### config.mk
export PLATFORM = sky130hd
export DESIGN_NAME = alu_control_unit_flat
export DESIGN_NICKNAME = d
export VERILOG_FILES = /design/src/rtl/alu_control_unit_pkg.sv /design/src/rtl/alu_control_unit_if.sv /design/src/rtl/alu_control_unit_decoder.sv /design/src/rtl/alu_control_unit.sv /design/src/flat_wrapper.sv
export SDC_FILE = /design/constraint.sdc
export NUM_CORES = 1
export LEC_CHECK = 0
export ABC_CLOCK_PERIOD_IN_PS = 2300
export CAP_MARGIN = 0
export CORE_MARGIN = 1.5
export CORE_UTILIZATION = 48
export CTS_BUF_LIST = sky130_fd_sc_hd__clkbuf_4 sky130_fd_sc_hd__clkbuf_8
export CTS_CLUSTER_DIAMETER = 60
export DETAILED_ROUTE_END_ITERATION = 7
export PLACE_DENSITY = 0.89
export RECOVER_POWER = 50
export SYNTH_ARGS = -nofsm -noshare
export SYNTH_HDL_FRONTEND = slang
export SYNTH_HIERARCHICAL = 1
export SYNTH_SLANG_ARGS = --single-unit
### constraint.sdc
create_clock -name clk -period 2.3 [get_ports clk]
set_input_delay 0.46 -clock clk [delete_from_list [all_inputs] [get_ports clk]]
set_output_delay 0.46 -clock clk [all_outputs]
set_load 0.02 [all_outputs]
### src/rtl/alu_control_unit_pkg.sv
// alu_cu_pkg: shared types and constants for the ALU control unit slice.
//   - cu_state_t    : sequencer state encoding (FETCH/DECODE/EXEC/WB/HALT)
//   - OP_*          : 5-bit ALU opcode values, OP_HALT stops the sequencer
//   - *_MSB/*_LSB   : instruction word field positions
//   - is_legal_op() : true for opcodes the ALU implements (HALT excluded)
// Optional feature macro used by the slice: ALU_CU_FLAG_REG_EN.
package alu_cu_pkg;

    localparam int DATA_W = 32;
    localparam int REG_W  = 5;

    typedef enum logic [2:0] {
        ST_FETCH,
        ST_DECODE,
        ST_EXEC,
        ST_WB,
        ST_HALT
    } cu_state_t;

    localparam logic [4:0] OP_ADD  = 5'b00000;
    localparam logic [4:0] OP_SUB  = 5'b00001;
    localparam logic [4:0] OP_AND  = 5'b00011;
    localparam logic [4:0] OP_OR   = 5'b00100;
    localparam logic [4:0] OP_XOR  = 5'b00101;
    localparam logic [4:0] OP_NOT  = 5'b00110;
    localparam logic [4:0] OP_SLL  = 5'b01000;
    localparam logic [4:0] OP_SRL  = 5'b01001;
    localparam logic [4:0] OP_HALT = 5'b01111;
    localparam logic [4:0] OP_ZERO = 5'b10000;
    localparam logic [4:0] OP_ONES = 5'b11111;

    localparam int OP_MSB  = 31;
    localparam int OP_LSB  = 27;
    localparam int RD_MSB  = 26;
    localparam int RD_LSB  = 22;
    localparam int RA_MSB  = 21;
    localparam int RA_LSB  = 17;
    localparam int RB_MSB  = 16;
    localparam int RB_LSB  = 12;
    localparam int IGN_MSB = 11;

    // The whole upper half of the opcode space (1xxxx) is ALU constant/extended
    // ops, so only the lower half needs an explicit list.
    function automatic logic is_legal_op(input logic [4:0] op);
        if (op[4]) begin
            return 1'b1;
        end
        case (op)
            OP_ADD, OP_SUB, OP_AND, OP_OR,
            OP_XOR, OP_NOT, OP_SLL, OP_SRL: return 1'b1;
            default:                        return 1'b0;
        endcase
    endfunction

endpackage

### src/rtl/alu_control_unit_if.sv
// alu_control_unit_if: bundles the instruction fetch handshake, register file
// ports, ALU opcode/result ports and status outputs of the control unit.
//   master : the control unit (drives instr_ready, pc, rf_*, alu_opcode, status)
//   slave  : the environment (drives instr_valid/instr_data, alu_out/alu_flag)
// With ALU_CU_FLAG_REG_EN defined the bundle also carries status_flag.
interface alu_control_unit_if;
    import alu_cu_pkg::*;

    logic              instr_valid;
    logic [DATA_W-1:0] instr_data;
    logic              instr_ready;
    logic [DATA_W-1:0] pc;
    logic [REG_W-1:0]  rf_ra_addr;
    logic [REG_W-1:0]  rf_rb_addr;
    logic [REG_W-1:0]  alu_opcode;
    logic [DATA_W-1:0] alu_out;
    logic              alu_flag;
    logic              rf_wr_en;
    logic [REG_W-1:0]  rf_wr_addr;
    logic [DATA_W-1:0] rf_wr_data;
    logic              busy;
    logic              halted;
    logic              illegal;

`ifdef ALU_CU_FLAG_REG_EN
    logic              status_flag;

    modport master (
        input  instr_valid, instr_data, alu_out, alu_flag,
        output instr_ready, pc, rf_ra_addr, rf_rb_addr, alu_opcode,
               rf_wr_en, rf_wr_addr, rf_wr_data, busy, halted, illegal, status_flag
    );

    modport slave (
        output instr_valid, instr_data, alu_out, alu_flag,
        input  instr_ready, pc, rf_ra_addr, rf_rb_addr, alu_opcode,
               rf_wr_en, rf_wr_addr, rf_wr_data, busy, halted, illegal, status_flag
    );
`else
    modport master (
        input  instr_valid, instr_data, alu_out, alu_flag,
        output instr_ready, pc, rf_ra_addr, rf_rb_addr, alu_opcode,
               rf_wr_en, rf_wr_addr, rf_wr_data, busy, halted, illegal
    );

    modport slave (
        output instr_valid, instr_data, alu_out, alu_flag,
        input  instr_ready, pc, rf_ra_addr, rf_rb_addr, alu_opcode,
               rf_wr_en, rf_wr_addr, rf_wr_data, busy, halted, illegal
    );
`endif

endinterface

### src/rtl/alu_control_unit_decoder.sv
// alu_cu_decoder: purely combinational split of the instruction register.
//   ir    in  32  latched instruction word
//   op    out 5   opcode field
//   rd    out 5   destination register
//   ra    out 5   source register A
//   rb    out 5   source register B
//   legal out 1   opcode is an implemented ALU op
//   halt  out 1   opcode is HALT
module alu_cu_decoder
    import alu_cu_pkg::*;
(
    input  logic [DATA_W-1:0] ir,
    output logic [REG_W-1:0]  op,
    output logic [REG_W-1:0]  rd,
    output logic [REG_W-1:0]  ra,
    output logic [REG_W-1:0]  rb,
    output logic              legal,
    output logic              halt
);

    logic [IGN_MSB:0] unused_ir_bits;

    assign op    = ir[OP_MSB:OP_LSB];
    assign rd    = ir[RD_MSB:RD_LSB];
    assign ra    = ir[RA_MSB:RA_LSB];
    assign rb    = ir[RB_MSB:RB_LSB];
    assign legal = is_legal_op(op);
    assign halt  = (op == OP_HALT);

    // Low 12 bits carry no meaning in this instruction format.
    assign unused_ir_bits = ir[IGN_MSB:0];

endmodule

### src/rtl/alu_control_unit.sv
// alu_control_unit: multi-cycle sequencer issuing opcodes to the ALU.
//   clk    in  1  system clock, rising edge
//   reset  in  1  synchronous active-high reset
//   bus    master modport of alu_control_unit_if (fetch handshake, pc,
//          register file read/write ports, alu_opcode/alu_out/alu_flag,
//          busy/halted/illegal status)
// Parameters: ALU_WAIT (1..15) cycles the opcode is held in EXEC before
// alu_out is sampled; PC_STEP is added to pc per retired/consumed instruction.
// Macro ALU_CU_FLAG_REG_EN adds status_flag, a copy of alu_flag taken when
// alu_out is sampled; without it alu_flag is ignored.
module alu_control_unit
    import alu_cu_pkg::*;
#(
    parameter int unsigned       ALU_WAIT = 1,
    parameter logic [DATA_W-1:0] PC_STEP  = 32'd1
)(
    input  logic              clk,
    input  logic              reset,
    alu_control_unit_if.master bus
);

    localparam logic [3:0] WAIT_LOAD = 4'(ALU_WAIT - 1);

    cu_state_t         state;
    logic [DATA_W-1:0] ir;
    logic [DATA_W-1:0] pc_q;
    logic [DATA_W-1:0] wr_data_q;
    logic [REG_W-1:0]  opcode_q;
    logic [REG_W-1:0]  wr_addr_q;
    logic [3:0]        wait_cnt;
    logic              ready_q;
    logic              wr_en_q;
    logic              busy_q;
    logic              halted_q;
    logic              illegal_q;

    logic [REG_W-1:0]  dec_op;
    logic [REG_W-1:0]  dec_rd;
    logic [REG_W-1:0]  dec_ra;
    logic [REG_W-1:0]  dec_rb;
    logic              dec_legal;
    logic              dec_halt;

    alu_cu_decoder u_decoder (
        .ir    (ir),
        .op    (dec_op),
        .rd    (dec_rd),
        .ra    (dec_ra),
        .rb    (dec_rb),
        .legal (dec_legal),
        .halt  (dec_halt)
    );

    // Sequencer. Every status output is registered alongside the state change
    // so each output already matches the state it describes in that cycle.
    // rf_wr_en and the pc increment both land on entry to WB, and the ALU
    // result is captured straight into the write-data register.
    always_ff @(posedge clk) begin
        if (reset) begin
            state     <= ST_FETCH;
            ir        <= '0;
            pc_q      <= '0;
            ready_q   <= 1'b0;
            opcode_q  <= OP_ZERO;
            wr_en_q   <= 1'b0;
            wr_addr_q <= '0;
            wr_data_q <= '0;
            wait_cnt  <= '0;
            busy_q    <= 1'b0;
            halted_q  <= 1'b0;
            illegal_q <= 1'b0;
        end else begin
            wr_en_q <= 1'b0;
            unique case (state)
                ST_FETCH: begin
                    ready_q <= 1'b1;
                    if (bus.instr_valid && ready_q) begin
                        ir      <= bus.instr_data;
                        ready_q <= 1'b0;
                        busy_q  <= 1'b1;
                        state   <= ST_DECODE;
                    end
                end
                ST_DECODE: begin
                    if (dec_halt) begin
                        busy_q   <= 1'b0;
                        halted_q <= 1'b1;
                        state    <= ST_HALT;
                    end else if (!dec_legal) begin
                        illegal_q <= 1'b1;
                        pc_q      <= pc_q + PC_STEP;
                        busy_q    <= 1'b0;
                        ready_q   <= 1'b1;
                        state     <= ST_FETCH;
                    end else begin
                        opcode_q <= dec_op;
                        wait_cnt <= WAIT_LOAD;
                        state    <= ST_EXEC;
                    end
                end
                ST_EXEC: begin
                    if (wait_cnt == 4'd0) begin
                        opcode_q  <= OP_ZERO;
                        wr_en_q   <= 1'b1;
                        wr_addr_q <= dec_rd;
                        wr_data_q <= bus.alu_out;
                        pc_q      <= pc_q + PC_STEP;
                        state     <= ST_WB;
                    end else begin
                        wait_cnt <= wait_cnt - 4'd1;
                    end
                end
                ST_WB: begin
                    busy_q  <= 1'b0;
                    ready_q <= 1'b1;
                    state   <= ST_FETCH;
                end
                ST_HALT: begin
                    state <= ST_HALT;
                end
                default: begin
                    state <= ST_FETCH;
                end
            endcase
        end
    end

`ifdef ALU_CU_FLAG_REG_EN
    logic flag_q;

    // Flag is taken on the same edge as alu_out, so it always belongs to the
    // most recent legal ALU instruction.
    always_ff @(posedge clk) begin
        if (reset) begin
            flag_q <= 1'b0;
        end else if (state == ST_EXEC && wait_cnt == 4'd0) begin
            flag_q <= bus.alu_flag;
        end
    end

    assign bus.status_flag = flag_q;
`else
    logic unused_alu_flag;
    assign unused_alu_flag = bus.alu_flag;
`endif

    // Read addresses come straight from the registered IR, so they are valid
    // from the DECODE cycle onward without an extra pipeline stage.
    assign bus.rf_ra_addr  = dec_ra;
    assign bus.rf_rb_addr  = dec_rb;
    assign bus.instr_ready = ready_q;
    assign bus.pc          = pc_q;
    assign bus.alu_opcode  = opcode_q;
    assign bus.rf_wr_en    = wr_en_q;
    assign bus.rf_wr_addr  = wr_addr_q;
    assign bus.rf_wr_data  = wr_data_q;
    assign bus.busy        = busy_q;
    assign bus.halted      = halted_q;
    assign bus.illegal     = illegal_q;

endmodule

### src/flat_wrapper.sv
// flat-port wrapper written by rule: the top's interface ports become plain ports
module alu_control_unit_flat import alu_cu_pkg::*;
#(
    parameter int unsigned       ALU_WAIT = 1,
    parameter logic [DATA_W-1:0] PC_STEP  = 32'd1
)
  (clk, reset, bus_instr_valid, bus_instr_data, bus_alu_out, bus_alu_flag, bus_instr_ready, bus_pc, bus_rf_ra_addr, bus_rf_rb_addr, bus_alu_opcode, bus_rf_wr_en, bus_rf_wr_addr, bus_rf_wr_data, bus_busy, bus_halted, bus_illegal);
  alu_control_unit_if bus_i ();
  input  logic clk;
  input  logic reset;
  input wire logic [$bits(bus_i.instr_valid)-1:0] bus_instr_valid;
  input wire logic [$bits(bus_i.instr_data)-1:0] bus_instr_data;
  input wire logic [$bits(bus_i.alu_out)-1:0] bus_alu_out;
  input wire logic [$bits(bus_i.alu_flag)-1:0] bus_alu_flag;
  output wire logic [$bits(bus_i.instr_ready)-1:0] bus_instr_ready;
  output wire logic [$bits(bus_i.pc)-1:0] bus_pc;
  output wire logic [$bits(bus_i.rf_ra_addr)-1:0] bus_rf_ra_addr;
  output wire logic [$bits(bus_i.rf_rb_addr)-1:0] bus_rf_rb_addr;
  output wire logic [$bits(bus_i.alu_opcode)-1:0] bus_alu_opcode;
  output wire logic [$bits(bus_i.rf_wr_en)-1:0] bus_rf_wr_en;
  output wire logic [$bits(bus_i.rf_wr_addr)-1:0] bus_rf_wr_addr;
  output wire logic [$bits(bus_i.rf_wr_data)-1:0] bus_rf_wr_data;
  output wire logic [$bits(bus_i.busy)-1:0] bus_busy;
  output wire logic [$bits(bus_i.halted)-1:0] bus_halted;
  output wire logic [$bits(bus_i.illegal)-1:0] bus_illegal;
  assign bus_i.instr_valid = bus_instr_valid;
  assign bus_i.instr_data = bus_instr_data;
  assign bus_i.alu_out = bus_alu_out;
  assign bus_i.alu_flag = bus_alu_flag;
  assign bus_instr_ready = bus_i.instr_ready;
  assign bus_pc = bus_i.pc;
  assign bus_rf_ra_addr = bus_i.rf_ra_addr;
  assign bus_rf_rb_addr = bus_i.rf_rb_addr;
  assign bus_alu_opcode = bus_i.alu_opcode;
  assign bus_rf_wr_en = bus_i.rf_wr_en;
  assign bus_rf_wr_addr = bus_i.rf_wr_addr;
  assign bus_rf_wr_data = bus_i.rf_wr_data;
  assign bus_busy = bus_i.busy;
  assign bus_halted = bus_i.halted;
  assign bus_illegal = bus_i.illegal;
  alu_control_unit #(.ALU_WAIT(ALU_WAIT), .PC_STEP(PC_STEP)) u_core (.clk(clk), .reset(reset), .bus(bus_i));
endmodule
==> metrics.cfg <==
[run_status]
run_status = finished, violations left
violations = setup timing

[clocking]
clock-sinks = 106
clk_latency_ns = 0.38
cts_tree = built
hold_buffers = 0
cts_root_buf = clkbuf_8
clk_pin_slew_ns = 0.11
cts_buffers = 9
cts_htree_levels = 3
cts_buffer_depth = 2

[placed_design]
post-place-ws_ns = 0.004319
dpl_cell_area_sq_mm = 0.006016
place_congestion = 0.8404
dp_hpwl_mm = 8.402
numPortBuffers = 143

[grt]
grt_pass1_wl_mm = 18.91
grt_antenna_before_repair = 0
grt_max_degree = 50
grt_use_total_pct = 22.87
grt_pass1_vias = 4060
grt-ovfl-total = 0

[die]
dieHeight_um = 101.1
fp.coreArea_sq_mm = 0.009284
start_util_pct = 49.77
dieArea_sq_mm = 0.01022
row_count = 35
dieWidth_um = 101.1
ioPinCount = 157

[sta]
finalSetupViolCount = 1
slew_violations = 0
worst_slack_ns = -0.009850
rsz0062_at_grt = true
tightest_slew_ns = 0.5219
clock_skew_ns = 0.01742
period_share_pct = 100.4
max_freq_ghz = 0.4329
maxSlewHeadroom_pct = 65.21
final_hold_viol_count = 0
period_minus_slack_ns = 2.310

[setup_path]
slowest_stage = nor4b_4
ff2ff_path_depth = 9
worstPathArrival_ns = 2.55
r2r_start = u_core/ir[29]
worstPathRequired_ns = 2.54
timing.rr.end = u_core/bus.pc[17]
cp-start-kind = register
crit_fanout = 14
critPathKind = reg -> reg
slowest_delay_ns = 0.40
cp_top_family = simple AND/OR/NAND/NOR gates
reg2reg_setup_slack_ns = -0.01
cp_cell_sequence = nor2b_2 -> and4_4 -> nor4b_4 -> a32oi_4 -> buf_6 -> buf_4 -> clkbuf_16 -> o31ai_1 -> a21oi_1
crit_path_end_kind = register
critPathBufInv = 3

[pwr]
swShare_pct = 31.04
power.clock.fraction_pct = 30.0
internal_power_mw = 2.747
leakagePower_nw = 2.172
power_density_mw_per_mm2 = 624.9
pwr-share-comb_pct = 20.1
sequentialPowerShare_pct = 50.0
switching_power_mw = 1.236
vdd_drop_max_v = 0.0004184

[layout]
final_common_cell = clkdlybuf4s50_1
regArea_sq_mm = 0.002123
multi_input_area_sq_mm = 0.002236
design_area_sq_mm = 0.006374
drive_gt1_share_pct = 9.426
diodes = 0
layout_common_cells = clkdlybuf4s50_1 (142), nand2_1 (127), dfxtp_1 (105), a21oi_1 (88), nor2_1 (21)
fillerInstances = 712
nets = 745
area_growth_syn_to_layout_pct = 37.94

[min_path]
holdPathStages = 2
hp-start = u_core/bus.rf_wr_data[13]
hold_end = u_core/bus.rf_wr_data[13]
hold_path_class = reg -> reg

[routing]
viasPerCell = 5.448
wl_per_cell_um = 15.23
drc = 0
drt_pre_antenna_iters = 5
drt_iter0_drc = 211
antenna_left = 0
totalWireLength_mm = 12.30
num_vias = 4402

[logic_synthesis]
yosysWarnings = 6
syn_inst = 565
syn-num-nets = 636
syn_avg_cell_area_sq_um = 8.178
synth_area_sq_mm = 0.004621

[run]
drv_cap = 0

==> metal layers <==
metal  GRT usage, %  routed length, um  part of all wire, %  up-vias
met2          38.20               6288                   51      133
met1          28.68               5061                   41     2095
li1               -                  -                    -     2153
met5              0                  0                    0        -
met3          5.617                662                  5.4       21
met4          8.440                289                  2.3        0
==> metrics by stage <==
step	power [mW]	TNS (ns)	util [%]	instances	hold WS (ns)
after floorplan	2.479	0	-	565	0.4367
after detailed placement	2.766	0	64.80	787	0.4455
final	3.983	-0.009850	68.65	808	0.4604
after global routing	4.164	-0.4578	68.65	808	0.4785
after global placement	2.731	0	64.80	787	0.4411
after CTS	3.963	0	67.32	803	0.4621
==> worst min-delay path, cell delays in order, from the launching register on <==
cell     delay, ns
dfxtp_1       0.32
nand2_1       0.05
a21oi_1       0.05
==> state kept, by name, summed over array words and instances, names as in the netlist <==
register                flops
u_core/bus.alu_opcode       5
u_core/bus.busy             1
u_core/bus.halted           1
u_core/bus.illegal          1
u_core/bus.instr_ready      1
u_core/bus.pc              32
u_core/bus.rf_wr_addr       5
u_core/bus.rf_wr_data      32
u_core/bus.rf_wr_en         1
u_core/ir                  20
u_core/state                3
u_core/wait_cnt             4
==> what timing repair did <==
action,in CTS,in global routing
pin swaps,0,5
gates cloned,0,2
setup endpoints to repair,9,17
resized for setup,1,14
endpoints found under the hold margin,0,0
setup buffers,0,3
==> power groups by stage <==
| stage | logic (mW) | registers, mW | clock network [mW] |
|---|---|---|---|
| after floorplan | 0.402 | 2.08 | 0 |
| after global placement | 0.709 | 2.02 | 0 |
| after detailed placement | 0.737 | 2.03 | 0 |
| after CTS | 0.748 | 1.99 | 1.23 |
| after global routing | 0.868 | 2.00 | 1.29 |
| final | 0.799 | 1.99 | 1.19 |
==> final cells by class <==
type | instances | share of cell area (%)
inverters | 8 | 0.4711
flip-flops and latches | 106 | 33.31
well taps | 129 | 2.532
clock inverters | 7 | 1.551
multi-input cells | 391 | 35.08
repair buffers | 158 | 25.11
clock buffers | 9 | 1.943
==> worst max-delay path by stage <==
stage | startpoint | end | slack (ns) | cells after the start
CTS | u_core/ir[29] | u_core/bus.pc[10] | 0.02 | 7
global placement | u_core/ir[30] | u_core/bus.pc[15] | 0.08 | 7
global route | u_core/ir[29] | u_core/bus.pc[17] | -0.07 | 9
detailed placement | u_core/ir[29] | u_core/bus.pc[18] | 0.004 | 7
finish | u_core/ir[29] | u_core/bus.pc[17] | -0.01 | 9
floorplan | u_core/ir[29] | u_core/bus.pc[24] | 0.31 | 7
No activity file was read; power rests on OpenSTA's default activity.
==> patch 1: new RTL, same settings <==
Encoding of `cu_state_t`: now one-hot (5 bits for 5 states).
--- a/src/rtl/alu_control_unit_pkg.sv
+++ b/src/rtl/alu_control_unit_pkg.sv
@@ -10,10 +10,10 @@
     localparam int REG_W  = 5;
 
-    typedef enum logic [2:0] {
-        ST_FETCH,
-        ST_DECODE,
-        ST_EXEC,
-        ST_WB,
-        ST_HALT
+    typedef enum logic [4:0] {
+        ST_FETCH  = 5'b00001,
+        ST_DECODE = 5'b00010,
+        ST_EXEC   = 5'b00100,
+        ST_WB     = 5'b01000,
+        ST_HALT   = 5'b10000
     } cu_state_t;
 
Function: same outputs for any inputs over 10 cycles, from zero or initial values and one cycle with reset high; not proved beyond that.
==> patch 1 against the original RTL <==
  * The flow still finishes with violations (setup timing)
  * Sequential cell count increased by 2
  * Worst hold slack got worse by 0.0066 ns
  * Final area increased by 2.2%
  * Wire length increased by 3.0%
  * Clock skew decreased by 0.0048 ns
  * Area after synthesis decreased by 0.51%
  * Setup slack got worse by 0.17 ns
  * Synthesized cell count increased by 0.88%
  * Count of clock-buffer cells in the layout increased by 1
  * Sequential share of layout area about the same
  * Critical path type unchanged
Power is not compared: it rests on default switching activity, and its combinational part moved more than twofold at a synthesized area within 25%.
==> patch 1: results <==
metrics = {
    "status": {
        "outcome": "complete, but fails checks",
        "violations": "setup timing",
    },
    "worst_setup_path": {
        "worstSetupStartpoint": "u_core/ir[29]$_SDFFE_PP0P_",
        "path_max_fanout": 5,
        "cp.arrival_ns": 2.79,
    },
    "sta": {
        "final-setup-viol-count": 13,
        "clock-skew-final_ns": 0.0126,
        "worst_slack_ns": -0.181,
        "fin_setup_tns_ns": -1.28,
        "slew_headroom_pct": 37.7,
    },
    "clocking": {
        "clkLatencyLatePin_ns": 0.37,
        "cts-root-buf": "clkbuf_8",
        "clockBufferDepth": 2,
        "htreeDepth": 3,
        "numCtsBuffers": 9,
        "clk_pin_slew_ns": 0.10,
    },
    "placement": {
        "hpwl_um": 8710,
        "io_buffers": 143,
        "gp_congestion": 0.896,
    },
    "detailed_routing": {
        "drtIter0Drc": 325,
        "firstDrtPassIters": 7,
        "via_per_inst": 5.52,
        "wirelength_um": 12700,
    },
    "logic_synthesis": {
        "ys_warn_count": 6,
        "synth_nets": 641,
    },
    "power": {
        "p_leak_nw": 2.40,
        "ir_drop_mv": 0.382,
    },
    "global_route": {
        "grt_max_degree": 79,
        "grt_pass1_vias": 4391,
        "gr-usage-all-layers_pct": 24.7,
        "antenna_found_initial": 0,
        "grt_pass1_wl_um": 20100,
    },
    "layout": {
        "drive_gt1_share_pct": 11.1,
        "nNetsFinal": 778,
        "num-fill-cells": 703,
        "diodes": 0,
    },
    "hold_path": {
        "hp-class": "reg2reg",
        "min_from": "u_core/bus.rf_wr_data[8]$_SDFFE_PP0P_",
    },
}
## patch 1: critical path: stages, from the launching register on
cell     delay [ns]
dfxtp_1        0.34
nor2b_1        0.14
and4_1         0.21
or3b_4         0.41
or4_4          0.44
a21o_4         0.26
or4_4          0.49
a21oi_2        0.13
## patch 1: layout make-up
type | instances | area, sq um | share of cell area (%)
Clock inverter | 6 | 47.5 | 0.730
Timing Repair Buffer | 182 | 1750 | 26.8
Multi-Input combinational cell | 398 | 2220 | 34.1
Inverter | 8 | 30.0 | 0.461
Sequential cell | 108 | 2170 | 33.3
Tap cell | 129 | 161 | 2.48
Clock buffer | 10 | 138 | 2.11
## patch 1: final timing paths
check,end,slack (ns),cells after the start
min reg2reg,u_core/bus.rf_wr_data[8]$_SDFFE_PP0P_,0.45,2
min,u_core/bus.rf_wr_data[8]$_SDFFE_PP0P_,0.45,2
max reg2reg,u_core/bus.pc[28]$_SDFFE_PP0P_,-0.18,7
max,u_core/bus.pc[28]$_SDFFE_PP0P_,-0.18,7
## patch 1: repair_timing
item | 4_1_cts | 5_1_grt
setup buffers | 8 | 3
cloned | 0 | 0
gates resized for setup | 18 | 16
setup endpoints to repair | 16 | 32
pin swaps | 22 | 11
## patch 1: power breakdown
part           leakage [nW]  switching, mW  internal [mW]  total, mW
clock network        0.0933          0.666          0.434       1.10
logic                  1.43          0.160          0.160      0.320
registers             0.874         0.0227           1.90       1.92
## patch 1: metrics by stage
stage                     std cells  hold slack, ns  total power, mW  instance area, sq um  setup slack, ns
after CTS                       838           0.461             3.36                  6440           -0.144
after global routing            841           0.482             3.48                  6520           -0.276
after global placement          814           0.438             2.28                  6120          -0.0859
final                           841           0.454             3.35                  6520           -0.181
after detailed placement        814           0.447             2.29                  6120           -0.196
after floorplan                 570           0.437             2.14                  4600          -0.0698
## patch 1: metal layers
| layer | global-route usage (%) | share of wire [%] | routed length (um) |
|---|---|---|---|
| met5 | 0 | 0 | 0 |
| met4 | 9.75 | 2.3 | 290 |
| met3 | 6.52 | 7.6 | 958 |
| met2 | 43.0 | 51 | 6450 |
| met1 | 28.9 | 39 | 4980 |
==> patch 2: new RTL, same settings <==
Made on the original files. Set the package constant `DATA_W` to 48 (it was 32).
--- a/src/rtl/alu_control_unit_pkg.sv
+++ b/src/rtl/alu_control_unit_pkg.sv
@@ -7,5 +7,5 @@
 package alu_cu_pkg;
 
-    localparam int DATA_W = 32;
+    localparam int DATA_W = 48;
     localparam int REG_W  = 5;
 
Interface: changed (resized bus_alu_out, bus_instr_data, bus_pc and bus_rf_wr_data); port bits go from 157 to 221. No check against the original RTL was run, so the function may have changed too.
==> patch 2 against the original RTL <==
  * The flow finishes with violations (DRC)
  * Final area grew 32%
  * Global-route usage grew 2.0 points
  * Synthesized cell count grew 27%
  * Sequential share of layout area shrank 0.35 points
  * Setup slack gained 0.099 ns
  * Wire length grew 27%
  * Final cell count grew 33%
  * Count of clock-buffer cells in the layout grew 12
  * Sequential cell count grew 32
  * Total power grew 32%
  * Via count grew 29%
  * Area after synthesis grew 24%
==> patch 2: results <==
metrics = {
    "worst_setup_path": {
        "critical-path-max-stage-delay_ns": 0.50,
        "worstSetupStartpoint": "u_core/bus.pc[0]$_SDFFE_PP0P_",
        "cp.arrival_ns": 2.58,
        "r2r_end": "u_core/bus.pc[40]$_SDFFE_PP0P_",
    },
    "power": {
        "ir_drop_mv": 0.573,
    },
    "logic_synthesis": {
        "syn-mean-instance-area_sq_um": 8.02,
    },
    "global_route": {
        "grt_pass1_wl_um": 25300,
        "gr-usage-all-layers_pct": 24.9,
    },
    "detailed_routing": {
        "drc": 10,
        "met3RoutedLength_um": 1510,
        "vias": 5690,
        "drtIter0Drc": 550,
        "wl_met1_um": 6180,
    },
    "sta": {
        "clock-skew-final_ns": 0.0133,
        "worst_pin_slew_ns": 0.979,
    },
    "status": {
        "violations": "DRC",
        "outcome": "complete, but fails checks",
    },
    "layout": {
        "nNetsFinal": 1023,
        "drive_gt1_share_pct": 11.8,
    },
    "placement": {
        "gp_congestion": 0.804,
        "post-place-ws_ns": -0.0386,
    },
    "hold_path": {
        "min_from": "u_core/bus.illegal$_SDFFE_PP0P_",
    },
    "floorplanning": {
        "start_util_pct": 49.8,
    },
    "clocking": {
        "clk_pin_slew_ns": 0.07,
        "cts-resized-gates": 2,
    },
}
-- patch 2: report_power, final --
part | internal [mW] | total [mW] | switching, mW | leakage [nW]
Combinational | 0.353 | 0.745 | 0.391 | 1.61
Sequential | 2.48 | 2.53 | 0.0494 | 1.12
Clock | 1.06 | 2.00 | 0.942 | 0.201
Total | 3.89 | 5.27 | 1.38 | 2.93
-- patch 2: final cells by class --
type | instances | area [sq um]
Tap cell | 143 | 179
Multi-Input combinational cell | 500 | 2620
Sequential cell | 138 | 2770
Clock inverter | 11 | 120
Timing Repair Buffer | 253 | 2390
Inverter | 10 | 37.5
Clock buffer | 21 | 283
Fill cell | 856 | 3120
-- patch 2: worst register-to-register path, stage by stage (launching register included) --
cell	delay [ns]
dfxtp_2	0.33
ha_1	0.17
inv_1	0.06
or3_4	0.39
or3_4	0.39
buf_4	0.17
or4_1	0.50
a21oi_1	0.15
